[config.mk]
export PLATFORM = sky130hd
export DESIGN_NAME = id_ex_operand_stage
export DESIGN_NICKNAME = d
export VERILOG_FILES = /design/src/rtl/id_ex_operand_stage_pkg.sv /design/src/rtl/id_ex_operand_stage_fwd_operand_mux.sv /design/src/rtl/id_ex_operand_stage.sv
export SDC_FILE = /design/constraint.sdc
export NUM_CORES = 1
export LEC_CHECK = 0
export CAP_MARGIN = 20
export CORE_ASPECT_RATIO = 1.25
export CORE_MARGIN = 2
export CORE_UTILIZATION = 30
export DETAILED_ROUTE_END_ITERATION = 6
export HOLD_SLACK_MARGIN = 0.03
export SETUP_SLACK_MARGIN = 0.4
export SLEW_MARGIN = 20
export SYNTH_ARGS = -nofsm -noshare
export SYNTH_HDL_FRONTEND = slang
export SYNTH_HIERARCHICAL = 1
export SYNTH_SLANG_ARGS = --single-unit
[constraint.sdc]
create_clock -name clk -period 5.3 [get_ports clk]
set_input_delay 0.53 -clock clk [delete_from_list [all_inputs] [get_ports clk]]
set_output_delay 0.53 -clock clk [all_outputs]
set_load 0.01 [all_outputs]
[src/rtl/id_ex_operand_stage_pkg.sv]
// id_ex_operand_stage_pkg: forwarding select encodings and width defaults
package id_ex_operand_stage_pkg;
  localparam int DATA_W_DEF = 16;
  localparam int REG_AW_DEF = 3;
  typedef enum logic [1:0] {
    FWD_RF  = 2'b00,
    FWD_EX  = 2'b01,
    FWD_MEM = 2'b10,
    FWD_WB  = 2'b11
  } fwd_sel_e;
endpackage

[src/rtl/id_ex_operand_stage_fwd_operand_mux.sv]
// fwd_operand_mux: 4:1 operand select between RF read data and EX/MEM/WB bypasses
module fwd_operand_mux
  import id_ex_operand_stage_pkg::*;
#(
  parameter int W = DATA_W_DEF
) (
  input  logic [1:0]   sel,
  input  logic [W-1:0] rf,
  input  logic [W-1:0] ex,
  input  logic [W-1:0] mem,
  input  logic [W-1:0] wb,
  output logic [W-1:0] y
);
  // pick the freshest copy of the operand named by the forwarding controller
  always_comb y = sel == FWD_EX ? ex : sel == FWD_MEM ? mem : sel == FWD_WB ? wb : rf;
endmodule

[src/rtl/id_ex_operand_stage.sv]
// id_ex_operand_stage: ID/EX register with operand forwarding and load-use interlock
module id_ex_operand_stage
  import id_ex_operand_stage_pkg::*;
#(
  parameter int DATA_W = DATA_W_DEF,
  parameter int REG_AW = REG_AW_DEF,
  parameter int CTRL_W = 6,
  parameter int CNT_W  = 16
) (
  input  logic              clk,
  input  logic              rst_n,
  input  logic              id_valid,
  input  logic [REG_AW-1:0] id_src1,
  input  logic [REG_AW-1:0] id_src2,
  input  logic              id_use_src1,
  input  logic              id_use_src2,
  input  logic [REG_AW-1:0] id_dest,
  input  logic              id_wb_en,
  input  logic              id_mem_rd,
  input  logic [CTRL_W-1:0] id_ctrl,
  input  logic [DATA_W-1:0] id_rf_data1,
  input  logic [DATA_W-1:0] id_rf_data2,
  input  logic [1:0]        fwd_sel_a,
  input  logic [1:0]        fwd_sel_b,
  input  logic [DATA_W-1:0] ex_fwd_data,
  input  logic [DATA_W-1:0] mem_fwd_data,
  input  logic [DATA_W-1:0] wb_fwd_data,
  input  logic              flush,
  output logic              ex_valid,
  output logic              ex_wb_en,
  output logic              ex_mem_rd,
  output logic [REG_AW-1:0] ex_dest,
  output logic [CTRL_W-1:0] ex_ctrl,
  output logic [DATA_W-1:0] ex_opa,
  output logic [DATA_W-1:0] ex_opb,
  output logic              stall,
  output logic [CNT_W-1:0]  stall_count
);
  logic              ex_valid_q, ex_valid_d, ex_wb_en_q, ex_wb_en_d, ex_mem_rd_q, ex_mem_rd_d;
  logic [REG_AW-1:0] ex_dest_q, ex_dest_d;
  logic [CTRL_W-1:0] ex_ctrl_q, ex_ctrl_d;
  logic [DATA_W-1:0] ex_opa_q, ex_opa_d, ex_opb_q, ex_opb_d, opa, opb;
  logic [CNT_W-1:0]  cnt_q, cnt_d;
  logic              load_use, bubble;

  // source registers are resolved by the controller; only the selects matter here
  logic unused_src;
  assign unused_src = ^{id_src1, id_src2};

  fwd_operand_mux #(.W(DATA_W)) u_mux_a (
    .sel(fwd_sel_a), .rf(id_rf_data1), .ex(ex_fwd_data), .mem(mem_fwd_data), .wb(wb_fwd_data), .y(opa)
  );
  fwd_operand_mux #(.W(DATA_W)) u_mux_b (
    .sel(fwd_sel_b), .rf(id_rf_data2), .ex(ex_fwd_data), .mem(mem_fwd_data), .wb(wb_fwd_data), .y(opb)
  );

  // hazard detection and next EX contents: flush and load-use both inject a bubble
  always_comb begin
    load_use    = id_valid & ex_valid_q & ex_mem_rd_q & ex_wb_en_q &
                  ((id_use_src1 & (fwd_sel_a == FWD_EX)) | (id_use_src2 & (fwd_sel_b == FWD_EX)));
    stall       = load_use & ~flush;
    bubble      = flush | load_use;
    ex_valid_d  = ~bubble & id_valid;
    ex_wb_en_d  = ~bubble & id_valid & id_wb_en;
    ex_mem_rd_d = ~bubble & id_valid & id_mem_rd;
    ex_dest_d   = bubble ? '0 : id_dest;
    ex_ctrl_d   = bubble ? '0 : id_ctrl;
    ex_opa_d    = bubble ? '0 : opa;
    ex_opb_d    = bubble ? '0 : opb;
    cnt_d       = (stall && cnt_q != '1) ? cnt_q + 1'b1 : cnt_q;
  end

  // ID/EX pipeline register and saturating stall counter
  always_ff @(posedge clk or negedge rst_n) begin
    if (!rst_n) begin
      ex_valid_q  <= 1'b0;
      ex_wb_en_q  <= 1'b0;
      ex_mem_rd_q <= 1'b0;
      ex_dest_q   <= '0;
      ex_ctrl_q   <= '0;
      ex_opa_q    <= '0;
      ex_opb_q    <= '0;
      cnt_q       <= '0;
    end else begin
      ex_valid_q  <= ex_valid_d;
      ex_wb_en_q  <= ex_wb_en_d;
      ex_mem_rd_q <= ex_mem_rd_d;
      ex_dest_q   <= ex_dest_d;
      ex_ctrl_q   <= ex_ctrl_d;
      ex_opa_q    <= ex_opa_d;
      ex_opb_q    <= ex_opb_d;
      cnt_q       <= cnt_d;
    end
  end

  assign ex_valid    = ex_valid_q;
  assign ex_wb_en    = ex_wb_en_q;
  assign ex_mem_rd   = ex_mem_rd_q;
  assign ex_dest     = ex_dest_q;
  assign ex_ctrl     = ex_ctrl_q;
  assign ex_opa      = ex_opa_q;
  assign ex_opb      = ex_opb_q;
  assign stall_count = cnt_q;
endmodule

Yosys cells after proc, flatten, opt, wreduce, memory -nomap -nowiden
Index checks and enable logic that the tools add are counted.
{"block": "classes", "addsub": 1, "reduce_logical": 1, "bitwise_logic": 14, "muxes": 10, "eq_ne": 7}
{"operator": "16-bit two-way mux", "n": 8}
{"operator": "16-bit by 1-bit adder with 16-bit output, second input constant", "n": 1}
{"operator": "16-bit inequality test, second input constant", "n": 1}
{"operator": "1-bit bitwise AND", "n": 10}
{"operator": "2-bit == test, second input constant", "n": 4}
{"operator": "6-bit two-way mux", "n": 1}
{"operator": "2-bit by 1-bit == test with 1-bit output, second input constant", "n": 2}
{"operator": "3-bit two-way mux", "n": 1}
{"operator": "1-bit NOT", "n": 2}
{"operator": "1-bit bitwise OR", "n": 2}
{"operator": "1-bit logical AND", "n": 1}
{"block": "totals", "regBits": 60, "wordCells": 41}

Depth between registers and ports, before layout
{"block": "depth", "word_depth": 8, "mapped_depth": 6, "ltp_nobuf": 5}

Hierarchy
The synthesis kept the hierarchy.
{"mod": "id_ex_operand_stage", "instances": 1, "cells_each": 172, "area_each_um2": 2259.7}
{"mod": "fwd_operand_mux", "instances": 2, "cells_each": 20, "area_each_um2": 424.2}

Least setup slack after synthesis
No wires, ideal clock.
{"block": "synth_path", "path_kind": "register to register", "from": "register cnt_q[0] (netlist: stall_count[0])", "to": "register cnt_q[1] (netlist: stall_count[1])", "setup_time_ns": 0.128, "slack_ns": 3.403, "path_stages_with_launch": 6, "t_required_ns": 5.172, "arrival_ns": 1.769, "synth_period_minus_slack_ns": 1.897, "path_cell_list": "dfrtp_1 -> ha_1 -> nand4_2 -> or4_4 -> nand2_1 -> mux2_1"}
{"block": "synth_between", "elab_chain_len": 2, "elab_cells_between_ends": 3, "classes_between": "add/sub (1); eq/ne (1); reduce/logical (1)"}
{"element": "start, declared", "line": "id_ex_operand_stage.sv:43", "rtl": "logic [CNT_W-1:0] cnt_q, cnt_d;"}
{"element": "start signal, assigned", "line": "id_ex_operand_stage.sv:92", "rtl": "cnt_q <= cnt_d;"}
{"element": "parallel branches: the longest is 2 deep, another holds 16-bit by 1-bit adder with 16-bit output"}
Parallel ways; which one is timed is not known.
A chain may end at the register's enable or synchronous reset.

Final worst setup path
{"block": "layout_path", "from": "input port fwd_sel_a[0]", "to": "output port stall"}
{"block": "layout_between", "elab_chain_len": 5}
{"element": "start, declared", "line": "id_ex_operand_stage.sv:23", "rtl": "input logic [1:0] fwd_sel_a,"}
{"element": "2-bit by 1-bit == test with 1-bit output", "line": "id_ex_operand_stage.sv:60", "rtl": "((id_use_src1 & (fwd_sel_a == FWD_EX)) | (id_use_src2 & (fwd_sel_b == FWD_EX)));"}
{"element": "1-bit bitwise AND", "line": "id_ex_operand_stage.sv:60"}
{"element": "1-bit bitwise OR", "line": "id_ex_operand_stage.sv:60"}
{"element": "1-bit bitwise AND", "line": "id_ex_operand_stage.sv:59", "rtl": "load_use = id_valid & ex_valid_q & ex_mem_rd_q & ex_wb_en_q &"}
{"element": "1-bit bitwise AND", "line": "id_ex_operand_stage.sv:61", "rtl": "stall = load_use & ~flush;"}
{"element": "end, declared", "line": "id_ex_operand_stage.sv:36", "rtl": "output logic stall,"}
No other way between the ends.

==> results.json <==
{
  "antenna_found_initial": 0,
  "setup_ws_ns": 2.27,
  "area_growth_syn_to_layout_pct": 64.7,
  "synth.largest_area_cell": "dfrtp_1",
  "syn_area_mm2": 0.00311,
  "drt-initial-drc-count": 48,
  "cp-end-kind": "primary output",
  "hp-class": "input pin to asynchronous set/reset pin",
  "yosys.area.top_type_share": 0.483,
  "p_per_area_mw_per_mm2": 252,
  "synth-seq-cells": 60,
  "final_hold_viol_count": 0,
  "relSlewSlack": 0.489,
  "finalNetCount": 485,
  "syn_nets": 320,
  "drc": 0,
  "synth_ff_type": "dfrtp_1",
  "clk_path_buf_depth": 2,
  "power_frac_clock": 0.445,
  "grt-ovfl-total": 0,
  "tns_ns": 0,
  "diodes": 0,
  "netlist_instances": 212,
  "synth_common_cells": "dfrtp_1, and2_1, mux4_2",
  "p_int_mw": 1.00,
  "synth-seq-area-share": 0.483,
  "timing.final.crit_share": 0.571,
  "root_buffer": "clkbuf_16",
  "port_buffers": 161,
  "slew_violations": 0,
  "finalWirelength_mm": 8.58,
  "yosysUniqueCellTypes": 27,
  "status": "finished, final reports clean",
  "seq_power_share": 0.379,
  "fp.dieH_um": 118,
  "crit_required_ns": 4.77,
  "final_layout_size_suffix_gt1_frac": 0.141,
  "cp_max_fo": 17,
  "hold_buffers": 0,
  "grt_pass1_wl_mm": 13.8,
  "post-place-ws_ns": 2.28,
  "vias_per_cell": 4.75,
  "die-area_mm2": 0.0112,
  "fp.coreArea_mm2": 0.0101,
  "grt_max_degree": 61,
  "cts_tree": "built",
  "antenna_left": 0,
  "initial_core_util": 0.308,
  "path_clk_slew_ns": 0.06,
  "routedWlPerCell_um": 16.8,
  "cts_sinks": 60,
  "synth-edff-count": 0,
  "synth_most_common_cell": "dfrtp_1",
  "power.switching_mw": 0.289,
  "finalSetupViolCount": 0,
  "grt_usage": 0.165,
  "post_cts_buffers": 0,
  "dp_hpwl_mm": 6.58,
  "synthTopCellsByArea": "dfrtp_1, mux4_2, mux4_1, and2_1, xnor2_1",
  "die_x_um": 95.0,
  "max_clock_freq_ghz": 0.330,
  "sw_frac_of_total": 0.224,
  "async_reset_ff_frac": 1.00,
  "dr.pass1.iters": 6,
  "worstSetupPathType": "input pin to primary output",
  "h-tree-depth": 3,
  "fin_crit_ns": 3.03,
  "rsz0062_at_grt": "false",
  "worst_slew_pin_slew_ns": 0.767,
  "cts_buffers": 9,
  "p_comb_frac": 0.176,
  "power.leakage_nw": 2.08,
  "num_vias": 2428,
  "peakVddDrop_mv": 0.102,
  "grt_pass1_vias": 2690,
  "syn_avg_cell_area_um2": 14.7,
  "clock_latency_ns": 0.33,
  "crit_arrival_ns": 2.50,
  "cts_resized": 0,
  "cap_violations": 0,
  "gp_congestion": 0.733,
  "yosys_warnings": 6,
  "finalClockSkew_ns": 0.00554,
  "pin_count": 168,
  "startpoint_type": "input pin",
  "placementRows": 41
}
-- worst max-delay path, cell delays in order --
cell and delay (ns):
clkdlybuf4s50_1 0.47, buf_4 0.28, nand3b_1 0.16, a211oi_2 0.23, buf_4 0.26, clkdlybuf4s50_1 0.57
-- layer usage --
metal | global-route usage | wire, um
met1 | 0.177 | 3110
met3 | 0.0416 | 496
met5 | 0 | 0
met2 | 0.301 | 4800
met4 | 0.0652 | 182
-- layout by cell type (no fill, tap or decap), types with 3 or more instances in the layout --
master and count:
xnor2_1 14, clkbuf_16 9, nand3_2 5, buf_4 7, and3_1 4, nand2_1 6
nand4_1 9, mux4_1 12, nand3_1 3, mux4_2 20, and2_1 43, clkinv_4 3
dfrtp_1 60, nor2_1 3, clkdlybuf4s50_1 160
-- stage by stage --
| step | power (mW) | std cells | utilization | cell area [um^2] | hold slack (ns) |
|---|---|---|---|---|---|
| finish | 1.29 | 511 | 0.506 | 5120 | 0.356 |
| global route | 1.35 | 511 | 0.506 | 5120 | 0.440 |
| CTS | 1.31 | 511 | 0.506 | 5120 | 0.382 |
| detailed placement | 0.726 | 495 | 0.477 | 4820 | 0.511 |
| global placement | 0.722 | 495 | 0.477 | 4820 | 0.497 |
| floorplan | 0.581 | 212 | - | 3110 | 0.234 |
-- power groups by stage --
stage	Sequential (mW)	Clock [mW]	Combinational (mW)
after floorplan	0.509	0	0.0724
after global placement	0.495	0	0.227
after detailed placement	0.496	0	0.230
after CTS	0.488	0.591	0.230
after global routing	0.490	0.611	0.244
final	0.488	0.574	0.227
-- kinds of logic after synthesis --
family,share of synthesized area
simple gates,0.172
flops,0.483
mux,0.254
buf+inv,0.0390
xor+xnor,0.0395
compound gates,0.00845
fa+ha+maj,0.00403
-- layout make-up --
class	count	area (um^2)
Clock buffer	9	225
Clock inverter	7	75.1
Fill cell	875	4990
Inverter	2	7.51
Multi-Input combinational cell	136	1490
Sequential cell	60	1500
Tap cell	129	161
Timing Repair Buffer	168	1660
-- path summary, 6_finish.rpt --
path / from / endpoint / slack [ns] / depth (start not counted)
worst max-delay path: fwd_sel_a[0] / stall / 2.27 / 6
worst min-delay path: rst_n / ex_ctrl[4] / 0.36 / 2
worst max register to register: stall_count[0] / stall_count[1] / 3.21 / 5
worst min register to register: stall_count[11] / stall_count[11] / 0.52 / 1
max in group asynchronous: rst_n / ex_opa[5] / 4.43 / 2
min in group clk: stall_count[11] / stall_count[11] / 0.52 / 1
-- sequential cells by signal, summed over array words and instances (netlist names) --
register and count:
stall_count 16, ex_ctrl 6, ex_wb_en 1, ex_opb 16, ex_opa 16, ex_dest 3, ex_mem_rd 1, ex_valid 1
No activity file was read; power rests on OpenSTA's default activity.
